--- config.mk ---
export PLATFORM = sky130hd
export DESIGN_NAME = correlator_bank
export DESIGN_NICKNAME = d
export VERILOG_FILES = /design/src/rtl/gps_corr_pkg.sv /design/src/rtl/correlator_channel.sv /design/src/rtl/correlator_bank.sv
export SDC_FILE = /design/constraint.sdc
export NUM_CORES = 1
export LEC_CHECK = 0
export CORE_UTILIZATION = 50
export CTS_BUF_LIST = sky130_fd_sc_hd__clkbuf_2
export DETAILED_ROUTE_END_ITERATION = 8
export PLACE_DENSITY_LB_ADDON = 0.12
export SLEW_MARGIN = 20
export SYNTH_ARGS = -nofsm -noshare
export SYNTH_HDL_FRONTEND = slang
export SYNTH_SLANG_ARGS = --single-unit
--- constraint.sdc ---
create_clock -name clk -period 6 [get_ports clk]
set_input_delay 1.2 -clock clk [delete_from_list [all_inputs] [get_ports clk]]
set_output_delay 1.2 -clock clk [all_outputs]
set_load 0.01 [all_outputs]
--- src/rtl/gps_corr_pkg.sv ---
// Shared definitions for the correlator bank: dump-mode constants, output FSM states
// and the accumulator width rule used by the elaboration check.
package gps_corr_pkg;

    localparam int DUMP_COUNT = 0;
    localparam int DUMP_EPOCH = 1;

    typedef enum logic {
        OUT_EMPTY = 1'b0,
        OUT_FULL  = 1'b1
    } out_state_e;

    // Smallest signed width that holds +/-int_len without wrapping.
    function automatic int acc_width(input int int_len);
        return $clog2(int_len + 1) + 1;
    endfunction

endpackage

--- src/rtl/correlator_channel.sv ---
// One I/Q integrate-and-dump pair: maps each mixed bit to +1/-1 and exposes the running
// sum including the current sample so the top can capture it on the dump edge.
module correlator_channel #(
    parameter int ACC_W = 16
) (
    input  logic                    clk,
    input  logic                    sync_i,
    input  logic                    sample_en_i,
    input  logic                    sample_i,
    input  logic                    code_i,
    input  logic                    sin_i,
    input  logic                    cos_i,
    input  logic                    dump_i,
    output logic signed [ACC_W-1:0] sum_i_o,
    output logic signed [ACC_W-1:0] sum_q_o
);

    localparam logic signed [ACC_W-1:0] PLUS_ONE  = ACC_W'(1);
    localparam logic signed [ACC_W-1:0] MINUS_ONE = '1;

    logic signed [ACC_W-1:0] acc_i_q, acc_i_d;
    logic signed [ACC_W-1:0] acc_q_q, acc_q_d;
    logic                    mix_i, mix_q;

    always_comb begin
        // NOTE: every comb output gets a default first so no path can infer a latch.
        mix_i   = sample_i ^ code_i ^ cos_i;
        mix_q   = sample_i ^ code_i ^ sin_i;
        sum_i_o = acc_i_q;
        sum_q_o = acc_q_q;
        if (sample_en_i) begin
            sum_i_o = acc_i_q + (mix_i ? MINUS_ONE : PLUS_ONE);
            sum_q_o = acc_q_q + (mix_q ? MINUS_ONE : PLUS_ONE);
        end
        // A dump hands the sum to the output registers and starts the next block empty.
        acc_i_d = dump_i ? '0 : sum_i_o;
        acc_q_d = dump_i ? '0 : sum_q_o;
    end

    always_ff @(posedge clk) begin
        // NOTE: state is updated with non-blocking assignments so all registers sample together.
        if (sync_i) begin
            acc_i_q <= '0;
            acc_q_q <= '0;
        end else begin
            acc_i_q <= acc_i_d;
            acc_q_q <= acc_q_d;
        end
    end

endmodule

--- src/rtl/correlator_bank.sv ---
// N_CH parallel I/Q correlators on a shared 1-bit IF stream, with a shared sample counter,
// double-buffered dump registers and a valid/ready handshake toward the tracking loop.
module correlator_bank
    import gps_corr_pkg::*;
#(
    parameter int N_CH      = 3,
    parameter int INT_LEN   = 10000,
    parameter int DUMP_MODE = DUMP_COUNT,
    parameter int ACC_W     = acc_width(INT_LEN),
    parameter int CNT_W     = $clog2(INT_LEN + 1)
) (
    input  logic                  clk,
    input  logic                  sync,
    input  logic                  sample_en,
    input  logic                  sample,
    input  logic [N_CH-1:0]       code_tap,
    input  logic                  nco_sin,
    input  logic                  nco_cos,
    input  logic                  epoch,
    input  logic                  out_ready,
    output logic                  out_valid,
    output logic [N_CH*ACC_W-1:0] out_i,
    output logic [N_CH*ACC_W-1:0] out_q,
    output logic [CNT_W-1:0]      out_count,
    output logic                  overrun
);

    if (ACC_W < acc_width(INT_LEN)) begin : g_width_check
        $error("correlator_bank: ACC_W too narrow for INT_LEN");
    end

    localparam logic [CNT_W-1:0] LAST_CNT = CNT_W'(INT_LEN - 1);

    out_state_e             state_q, state_d;
    logic [CNT_W-1:0]       cnt_q, cnt_d, count_now;
    logic [N_CH*ACC_W-1:0]  sum_i, sum_q;
    logic [N_CH*ACC_W-1:0]  out_i_q, out_q_q;
    logic [CNT_W-1:0]       out_count_q;
    logic                   overrun_q;
    logic                   dump, xfer;

    for (genvar k = 0; k < N_CH; k++) begin : g_ch
        logic signed [ACC_W-1:0] ch_sum_i, ch_sum_q;

        correlator_channel #(.ACC_W(ACC_W)) u_ch (
            .clk        (clk),
            .sync_i     (sync),
            .sample_en_i(sample_en),
            .sample_i   (sample),
            .code_i     (code_tap[k]),
            .sin_i      (nco_sin),
            .cos_i      (nco_cos),
            .dump_i     (dump),
            .sum_i_o    (ch_sum_i),
            .sum_q_o    (ch_sum_q)
        );

        assign sum_i[k*ACC_W +: ACC_W] = ch_sum_i;
        assign sum_q[k*ACC_W +: ACC_W] = ch_sum_q;
    end

    // An epoch on an empty block is ignored; the dumping sample is always included.
    always_comb begin
        count_now = cnt_q + CNT_W'(sample_en);
        dump      = (sample_en && (cnt_q == LAST_CNT)) ||
                    ((DUMP_MODE == DUMP_EPOCH) && epoch && (cnt_q != '0));
        cnt_d     = dump ? '0 : count_now;
        xfer      = out_valid && out_ready;
    end

    always_ff @(posedge clk) begin
        if (sync) begin
            state_q <= OUT_EMPTY;
            cnt_q   <= '0;
        end else begin
            state_q <= state_d;
            cnt_q   <= cnt_d;
        end
    end

    always_comb begin
        state_d = state_q;
        unique case (state_q)
            OUT_EMPTY: if (dump)          state_d = OUT_FULL;
            OUT_FULL:  if (xfer && !dump) state_d = OUT_EMPTY;
            default:                      state_d = OUT_EMPTY;
        endcase
    end

    always_comb begin
        out_valid = (state_q == OUT_FULL);
    end

    always_ff @(posedge clk) begin
        if (sync) begin
            out_i_q     <= '0;
            out_q_q     <= '0;
            out_count_q <= '0;
            overrun_q   <= 1'b0;
        end else begin
            if (dump) begin
                out_i_q     <= sum_i;
                out_q_q     <= sum_q;
                out_count_q <= count_now;
            end
            // Overwriting a held result the consumer has not taken is sticky until sync.
            if (dump && out_valid && !out_ready) overrun_q <= 1'b1;
        end
    end

    assign out_i     = out_i_q;
    assign out_q     = out_q_q;
    assign out_count = out_count_q;
    assign overrun   = overrun_q;

endmodule

# == After elaboration in Yosys (flattened, before gate mapping) ==
# Index checks and enable logic that the tools add are counted.
# word_totals
register_bits,210
output_inout_bits,106
word_cells,53
in_bits,11
# op_classes
n_mux,15
bitwise,10
eq_ne,1
reduce_logical,8
add_sub_neg,7
# op_table
cell,n
2-to-1 mux 15 bit,12
adder 15 bit,6
adder 14 x 1 -> 14 bit,1
"== test 14 bit, second input constant",1
XOR 1 bit,9
logical AND 1 bit,5
logical NOT 1 bit,2
2-to-1 mux 1 bit,2
case mux 1 bit (2 select lines),1
OR reduction 2 bit,1
NOT 1 bit,1

# == Longest topological paths before layout ==
# depth
word_depth,6
mapped_depth,12
ltp_nobuf,12

# == Cells and area by module ==
# Synthesis repeated with hierarchy kept, for this count alone.
# unflattened
hier_cells,1216
hier_area_um2,11528.6
# modules_own_cells
mod,instances,cells_each,seq_area_each_um2,area_per_inst_um2
correlator_bank,1,316,2402.3,3906.2
correlator_channel at g_ch[2].u_ch,1,320,600.6,2622.5
correlator_channel at g_ch[1].u_ch,1,289,600.6,2504.9
correlator_channel at g_ch[0].u_ch,1,291,600.6,2494.9

# == Least setup slack after synthesis ==
# OpenSTA, ideal clock, no wires.
# synth_timing
path_type,input to register
from,in nco_cos
to,reg out_i_q[29] (netlist: out_i[29])
setup_ns,0.074
t_required_ns,5.926
slack_ns,1.412
path_buffers,0
stages,12
t_arrival_ns,4.514
path_cell_list,xnor2_1 xnor2_1 inv_1 fa_1 nand2b_1 nor3b_1 o311a_1 o31a_1 mux2i_1 or3_1 mux2_2 o21ai_0
# synth_between
elab_chain_len,4
# synth_rtl
element,line,text
"start, declared",correlator_bank.sv:18,"input logic nco_cos,"
XOR 1 bit,correlator_channel.sv:27,mix_i = sample_i ^ code_i ^ cos_i;
2-to-1 mux 15 bit,correlator_channel.sv:32,sum_i_o = acc_i_q + (mix_i ? MINUS_ONE : PLUS_ONE);
adder 15 bit,correlator_channel.sv:32,
2-to-1 mux 15 bit,correlator_channel.sv:31,if (sample_en_i) begin
"end signal, assigned",correlator_bank.sv:102,out_i_q <= sum_i;
"end, declared",correlator_bank.sv:37,"logic [N_CH*ACC_W-1:0] out_i_q, out_q_q;"
# No other way between the ends.
# A chain may end at the register's enable or synchronous reset.

# == Worst setup path after layout ==
# layout_timing
from,in sample
to,reg out_i_q[44] (netlist: out_i[44])
# layout_between
elab_chain_len,5
# layout_rtl
element,line,text
"start, declared",correlator_bank.sv:15,"input logic sample,"
XOR 1 bit (2 in a row),correlator_channel.sv:27,
2-to-1 mux 15 bit,correlator_channel.sv:32,
adder 15 bit,correlator_channel.sv:32,
2-to-1 mux 15 bit,correlator_channel.sv:31,
# No other way between the ends.

==> impl_results.md <==
- Status: finished, violations left
- Failing checks: DRC
- Fin crit period: 4.31 ns
- Worst setup path class: input port to flop
- CP delay by family, top: compound AO/OA/AOI/OAI gates
- Vias in the first global route: 8948
- Crit-path slowest cell: xnor2_1
- TritonCTS sink count: 210
- Initial Utilization: 0.512
- Standard-cell rows: 54
- Top Ports: 117
- Static Leak: 5.54 nW
- DR pass1 iterations: 7
- Tightest Hold Check Type: flop to flop
- Routability cong.: 0.826
- Multiplexer area fraction after synthesis: 0.0620
- Largest family of logic cells by synthesized area: simple AND/OR/NAND/NOR gates
- Skew final: 0.0382 ns
- Postcts setup bufs: 0
- F_max: 232 MHz
- Top_reg_cell synth: dfxtp_1
- Area of the mapped netlist: 11200 sq um
- Mean Syn Cell Area: 8.81 sq um
- Port Buffer Count: 115
- Syn Nets: 1379
- TritonCTS buffer count: 55
- Register area share after synthesis: 0.374
- Adder-Cell Fraction of Synth Area: 0.106
- Synth Warn #: 0
- Total Die Area: 23100 sq um
- Setup Viol. Count Final: 0
- Placed Area: 12600 sq um
- Max-Cap Viols: 0
- Post-route cell area: 13000 sq um
- Ys async rst share: 0
- Worst path required time: 6.65 ns
- CP max stage delay: 0.79 ns
- Pin count of the biggest net entering global routing: 96
- DR iter-0 viols: 353
- Post-synthesis compound-gate area fraction: 0.169
- Nets: 1509
- DR DRC count: 10
- Reg clk slew, reported paths: 0.10 ns
- Post-DP HPWL: 17000 um
- Critical path endpoint category: flop
- Synth Area in Simple Gates: 0.177
- EDFF count, synth: 0
- Setup TNS: 0 ns
- Initial antenna violation count: 1
- Vias per std cell: 5.37
- Final Non-Filler Cells: 1725
- # resized after CTS: 0
- Slew HR: 0.274
- Fraction of layout instances using a drive strength above 1: 0.0845
- Netlist cell types: 57
- Period utilization: 0.719
- Crit path DAT: 4.96 ns
- Pwr per Cell Area: 356 nW/um^2
- Fillers: 1979
- Mapped Cells: 1276
- Total grt overflow: 0
- Slew of the pin with the lowest slew margin: 1.09 ns
- ANT nets after route: 0
- Clock latency on the worst-skew pair: 0.83 ns
- WL/cell: 15.0 um
- CTS tree: done
- Die width: 152 um
- Crit-path cells: clkdlybuf4s50_1 -> xnor2_1 -> xnor2_1 -> inv_1 -> fa_1 -> nand2b_1 -> a21oi_1 -> o21ai_0 -> a31o_2 -> a211oi_1 -> nor2b_1 -> mux2i_1 -> a211oi_1
- GRT Util Overall: 0.226
- CORE AREA: 22000 sq um
- Via count: 9271
- VDD IR-drop max: 0.000191 V
- Register bit count reported by yosys: 210
- Die height: 152 um
- Post-Synth XOR/XNOR Area: 0.0772
- Global-route wire length before repair: 43200 um
- CP bufs+invs: 2
- Crit Path Max Fanout: 9
- RSZ-0062 raised after global routing: false
- Root buf cell: clkbuf_2
- Area grow syn2layout: 16.0%
- Final Hold Fails: 0
- Clock Path Buffers: 3
- Placed Cells incl. Taps: 1629
- H-tree depth: 2
- DRT Wirelength: 26000 um
- CP Launch Type: input port
- Post-CTS Hold Fix Bufs: 0
- Fin Hold WS: 0.454 ns
- Final Max Tran Viols: 0
synth_stat cells (all sizes together), types with 11 or more instances:
cell	number	area share
a21o	41	0.027
dfxtp	210	0.37
a21oi	71	0.032
clkbuf	33	0.011
nand2b	20	0.011
xnor2	60	0.047
a211oi	63	0.042
and2	12	0.0067
or3	11	0.0066
xor2	39	0.030
o21ai	49	0.022
nor2	215	0.072
ha	86	0.096
mux2i	64	0.057
nand2	85	0.028
buf	21	0.013
nand3	27	0.012
inv	30	0.010
o21bai	14	0.0094
registers in the layout, summed over array words and instances, names as in the netlist:
name / flops
g_ch.u_ch.acc_i_q: 45
out_q: 45
cnt_q: 14
out_count: 14
g_ch.u_ch.acc_q_q: 45
overrun: 1
out_valid: 1
out_i: 45
cell usage in the layout, fill, tap and decap left out, types with 14 or more instances in the layout:
cell / Yosys / routed
a211oi_1: 63 / 63
a21o_1: 41 / 41
a21oi_1: 71 / 71
buf_4: 1 / 14
clkbuf_2: 0 / 78
clkdlybuf4s50_1: 0 / 113
dfxtp_1: 210 / 210
ha_1: 86 / 86
inv_1: 30 / 30
mux2i_1: 64 / 64
nand2_1: 85 / 85
nand2b_1: 20 / 19
nand3_1: 27 / 27
nor2_1: 215 / 214
o21ai_0: 49 / 49
o21bai_1: 14 / 14
xnor2_1: 60 / 60
xor2_1: 39 / 39
worst min-delay path, stage by stage (launching register included):
cell     delay [ns]
dfxtp_1        0.32
nand2_1        0.05
a21oi_1        0.05
worst paths after layout:
kind,start,to,slack (ns),depth (start not counted)
setup / recovery,sample,out_i[44],1.69,13
hold reg to reg,out_count[0],out_count[0],0.45,2
setup reg to reg,cnt_q[6],g_ch[1].u_ch.acc_q_q[5],2.71,6
hold / removal,out_count[0],out_count[0],0.45,2
metrics by stage:
| step | power, W | worst slack [ns] | utilization |
|---|---|---|---|
| final | 0.00463 | 1.69 | 0.594 |
| after global routing | 0.00503 | 1.39 | 0.594 |
| after CTS | 0.00468 | 1.70 | 0.593 |
| after detailed placement | 0.00371 | 0.818 | 0.573 |
| after global placement | 0.00368 | 0.905 | 0.573 |
| after floorplan | 0.00336 | 1.41 | - |
area by class of cell:
type	instances	area, sq um	share of cell area
clock inverters	17	65.1	0.00499
repair buffers	127	1240	0.0949
flip-flops and latches	210	4200	0.323
multi-input cells	982	6670	0.512
well taps	280	350	0.0269
inverters	30	113	0.00864
diodes	1	2.50	0.000192
clock buffers	78	390	0.0300
cells by family after synthesis:
family | count (synthesis)
AND/OR/NAND/NOR | 432
AO/OA/AOI/OAI | 290
flip-flops | 210
XOR/XNOR | 99
adder cells (fa/ha/maj) | 92
buffers and inverters | 84
multiplexers | 69
per-layer routing:
metal  global-route usage  share of wire  vias up  routed length, um
met4               0.0821          0.024        0                618
met2                0.382           0.45      186              11800
li1                     -              -     4802                  -
met1                0.288           0.47     4228              12300
met5                    0              0        -                  0
met3               0.0385          0.050       55               1290
power breakdown:
part           leakage [nW]  internal (W)  switching [W]  total, W
combinational          3.47      0.000896        0.00112   0.00202
clock                 0.361      0.000349       0.000590  0.000939
sequential             1.71       0.00157       0.000107   0.00168
(Power assumes the default switching activity.)
==> variant 1 (config.mk and constraints unchanged) <==
Put one more register stage on the output `out_count`. The value now appears one clock later. The other outputs are not delayed to match.
--- a/src/rtl/correlator_bank.sv
+++ b/src/rtl/correlator_bank.sv
@@ -110,7 +110,9 @@
 
     assign out_i     = out_i_q;
     assign out_q     = out_q_q;
-    assign out_count = out_count_q;
+    always_ff @(posedge clk) begin
+        out_count <= out_count_q;
+    end
     assign overrun   = overrun_q;
 
 endmodule
Check against the original RTL: same outputs for any inputs over 10 cycles, from zero or initial values; that may be too few to reach the edited logic, so the function may still have changed.
==> variant 1 against the unedited design <==
  * First-iteration DRC count increased by 19%
  * Global-route usage rose by 0.49 points
  * Sequential cell count increased by 14
  * Synthesized cell count up 4.5%
  * Fmax up 7.3%
  * Utilization fell by 0.063 points
  * Routed wire length rose by 3.9%
  * Largest power group is now registers
  * Final cell count increased by 3.0%
  * Synthesized area rose by 2.6%
  * Worst hold slack worse by 0.098 ns
  * Setup slack improved by 0.29 ns
  * Final area up 3.0%
  * Total power decreased by 4.3%
==> variant 1: results <==
group,metric,value,unit
clocking,cts_made_buffers,57,
critical_path,worstPathMaxFanout,17,
status,status,"finished clean",
grt,grt_pass1_wl,45500,µm
place,routabilityCongestion,0.863,
min_path,min_path_cells,0,
finish,drive_gt1_share,7.65,%
finish,layout.cells.non_filler,1777,
drt,drt_iter0_markers,421,
drt,via_per_inst,5.61,
critical_path,cpMaxStageDelayCell,"or4_1",
power,p_leak,0.00539,µW
place,dp_hpwl,17400,µm
grt,grt_use_total,23.0,%
power,intPower,2780,µW
place,dp_cells,1676,
logic_synthesis,synth_cell_type_count,65,
logic_synthesis,synth_flop_cell,"dfxtp_1",
drt,routedWlPerCell,15.2,µm
critical_path,max_stage_delay,0.49,ns
min_path,hold_path.class,"register to register",
clocking,clkLatencyLatePin,0.86,ns
logic_synthesis,synth.area.top_cells,"dfxtp_1 (39%), ha_1 (9.3%), nor2_1 (6.4%)",
clocking,cts_resized,0,
logic_synthesis,ys_seq_area_share,38.9,%
logic_synthesis,synth_nets,1436,
place,place_area,12900,µm²
sta,finClkSkew,0.0580,ns
drt,dr.pass1.iters,5,
grt,antenna_found_initial,1,
logic_synthesis,syn_area_per_cell,8.65,µm²
clocking,cts_buffer_depth,3,
power,ir_drop,0.177,mV
finish,nets,1553,
sta,fin_crit_sh,67.0,%
clocking,cts_setup_buffers,0,
logic_synthesis,synth_commonest_cells,"dfxtp_1 (224), nor2_1 (196), a21oi_1 (101), ha_1 (86), nand2_1 (71)",
critical_path,worst_ep_arrival_time,4.79,ns
place,port_buffers,115,
clocking,cts_max_level,2,
grt,grt_max_degree,143,
finish,fill_cells,2105,
sta,relSlewSlack,36.1,%
grt,grt_pass1_vias,9530,
critical_path,cpLargestDelayFamily,"compound AO/OA/AOI/OAI gates",
critical_path,rr_worst_depth,7,
clocking,cts-root-buf,"clkbuf_2",
## variant 1: final cells by class
class | count | area, µm² | share of cell area, %
repair buffers | 130 | 1270 | 9.47
flip-flops and latches | 224 | 4480 | 33.4
multi-input cells | 1009 | 6680 | 49.7
inverters | 28 | 105 | 0.783
diodes | 1 | 2.50 | 0.0186
clock buffers | 76 | 380 | 2.83
well taps | 285 | 357 | 2.66
clock inverters | 24 | 145 | 1.08
## variant 1: worst paths after layout
check	startpoint	endpoint	slack, ns
hold / removal	out_count_q[9]	out_count[9]	0.36
hold reg to reg	out_count_q[9]	out_count[9]	0.36
setup reg to reg	cnt_q[6]	g_ch[2].u_ch.acc_q_q[13]	3.03
setup / recovery	sample	out_q[29]	1.98
## variant 1: cells by family (layout without fill, tap and decap cells)
group,count (synthesis),count (layout),synth area share (%)
adder cells (fa/ha/maj),92,92,10.4
AO/OA/AOI/OAI,367,367,21.0
other,0,1,0
XOR/XNOR,74,74,5.62
AND/OR/NAND/NOR,452,452,18.7
buffers and inverters,100,258,3.33
multiplexers,24,24,2.11
flip-flops,224,224,38.9
## variant 1: routing by layer
layer	GRT usage, %	vias to the layer above	share of wire [%]
li1	-	5104	-
met1	29.1	4665	47
met2	40.1	164	47
met3	3.97	43	3.7
met4	6.95	0	1.9
met5	0	-	0
## variant 1: metrics by stage
step	setup slack, ns	utilization, %
CTS	2.07	59.3
finish	1.98	59.3
floorplan	1.56	-
detailed placement	1.13	57.0
global placement	1.19	57.0
global route	1.70	59.3
## variant 1: power groups by stage
| stage | Combinational, µW | Clock (µW) | Sequential [µW] |
|---|---|---|---|
| after CTS | 1670 | 1090 | 1710 |
| after global routing | 1900 | 1170 | 1730 |
| after detailed placement | 1650 | 0 | 1740 |
| after floorplan | 1350 | 0 | 1720 |
| after global placement | 1620 | 0 | 1740 |
| final | 1670 | 1050 | 1710 |
## variant 1: worst reg2reg max path: stages, from the launching register on
cell,delay (ns)
dfxtp_1,0.34
nor4_1,0.30
nand4_1,0.22
or4_2,0.64
nand2_4,0.64
nor3_1,0.17
a32o_1,0.25
a211o_1,0.26
==> variant 2 (same flow settings) <==
Without the edit above. Change the parameter `N_CH` from 3 to 6.
--- a/src/rtl/correlator_bank.sv
+++ b/src/rtl/correlator_bank.sv
@@ -3,7 +3,7 @@
 module correlator_bank
     import gps_corr_pkg::*;
 #(
-    parameter int N_CH      = 3,
+    parameter int N_CH      = 6,
     parameter int INT_LEN   = 10000,
     parameter int DUMP_MODE = DUMP_COUNT,
     parameter int ACC_W     = acc_width(INT_LEN),
Interface: changed (resized code_tap, out_i and out_q); port bits go from 117 to 210. The function was not compared with the original's and may differ.
==> variant 2 against the unedited design <==
  * Via count rose by 110%
  * Routed wire length rose by 120%
  * Clock skew fell by 0.0030 ns
  * Final area rose by 92%
  * Worst hold slack improved by 0.015 ns
  * Sequential power rose by 84%
  * Setup slack improved by 0.091 ns
  * Register-to-register slack improved by 0.28 ns
  * Sequential cell count rose by 180
  * Synthesized area rose by 92%
  * Total power rose by 86%
  * Clock power rose by 98%
  * Critical path type unchanged
  * Largest cell class unchanged
  * Largest power group unchanged
  * Highest routed layer is now met5
==> variant 2: results <==
group,metric,value,unit
place,dp_cells,3201,
logic_synthesis,synth.area.top_cells,"dfxtp_1 (36%), ha_1 (9.9%), nor2_1 (6.7%)",
power,p_leak,0.0104,µW
critical_path,r2r-end,"out_i[13]",
min_path,whs_endpoint,"out_i[27]",
critical_path,max_stage_delay,0.58,ns
grt,antenna_found_initial,3,
finish,drive_gt1_share,7.28,%
power,power_density,345,nW/µm²
place,port_buffers,208,
finish,clock_area_share,3.72,%
logic_synthesis,ys_ff_latch,390,
critical_path,worst_ep_arrival_time,5.14,ns
drt,drt_iter0_markers,1049,
clocking,clkLatencyLatePin,1.06,ns
finish,multi_input_area,13000,µm²
logic_synthesis,synth_commonest_cells,"dfxtp_1 (390), nor2_1 (385), a21oi_1 (226), nand2_1 (171)",
critical_path,crit_end,"g_ch[1].u_ch.acc_q_q[13]",
finish,layout.cells.non_filler,3387,
finish,regArea,7810,µm²
logic_synthesis,syn_area_per_cell,8.42,µm²
clocking,cts_made_buffers,101,
logic_synthesis,ys_seq_area_share,36.3,%
finish,buf_share,9.25,%
drt,met2WireLength,25700,µm
power,ir_drop,0.271,mV
status,status,"finished clean",
drt,drt-met1-wl,26400,µm
grt,use_met1,33.1,%
clocking,cts_max_level,3,
finish,fill_cells,3856,
place,dp_hpwl,37900,µm
critical_path,crit-reg2reg-launch,"cnt_q[11]",
sta,tightestPinTransition,0.946,ns
critical_path,rr_worst_depth,7,
power,clkPwrFrac,21.6,%
grt,grt_max_degree,93,
variant 2: cell count changes in the layout (fill, tap and decap cells not counted), moves of 29 or more:
cell / unedited run / this run
a211oi_1: 63 / 127
a21o_1: 41 / 76
a21oi_1: 71 / 226
clkbuf_2: 78 / 131
clkdlybuf4s50_1: 113 / 206
dfxtp_1: 210 / 390
ha_1: 86 / 170
mux2i_1: 64 / 93
nand2_1: 85 / 169
nor2_1: 214 / 383
nor3_1: 5 / 37
o21a_1: 3 / 32
o21ai_0: 49 / 170
xnor2_1: 60 / 105
variant 2: cells by family after synthesis:
logic type,synth area share [%]
AO/OA/AOI/OAI,22.8
XOR/XNOR,6.22
flip-flops,36.3
AND/OR/NAND/NOR,15.9
multiplexers,4.48
buffers and inverters,3.36
adder cells (fa/ha/maj),11.0
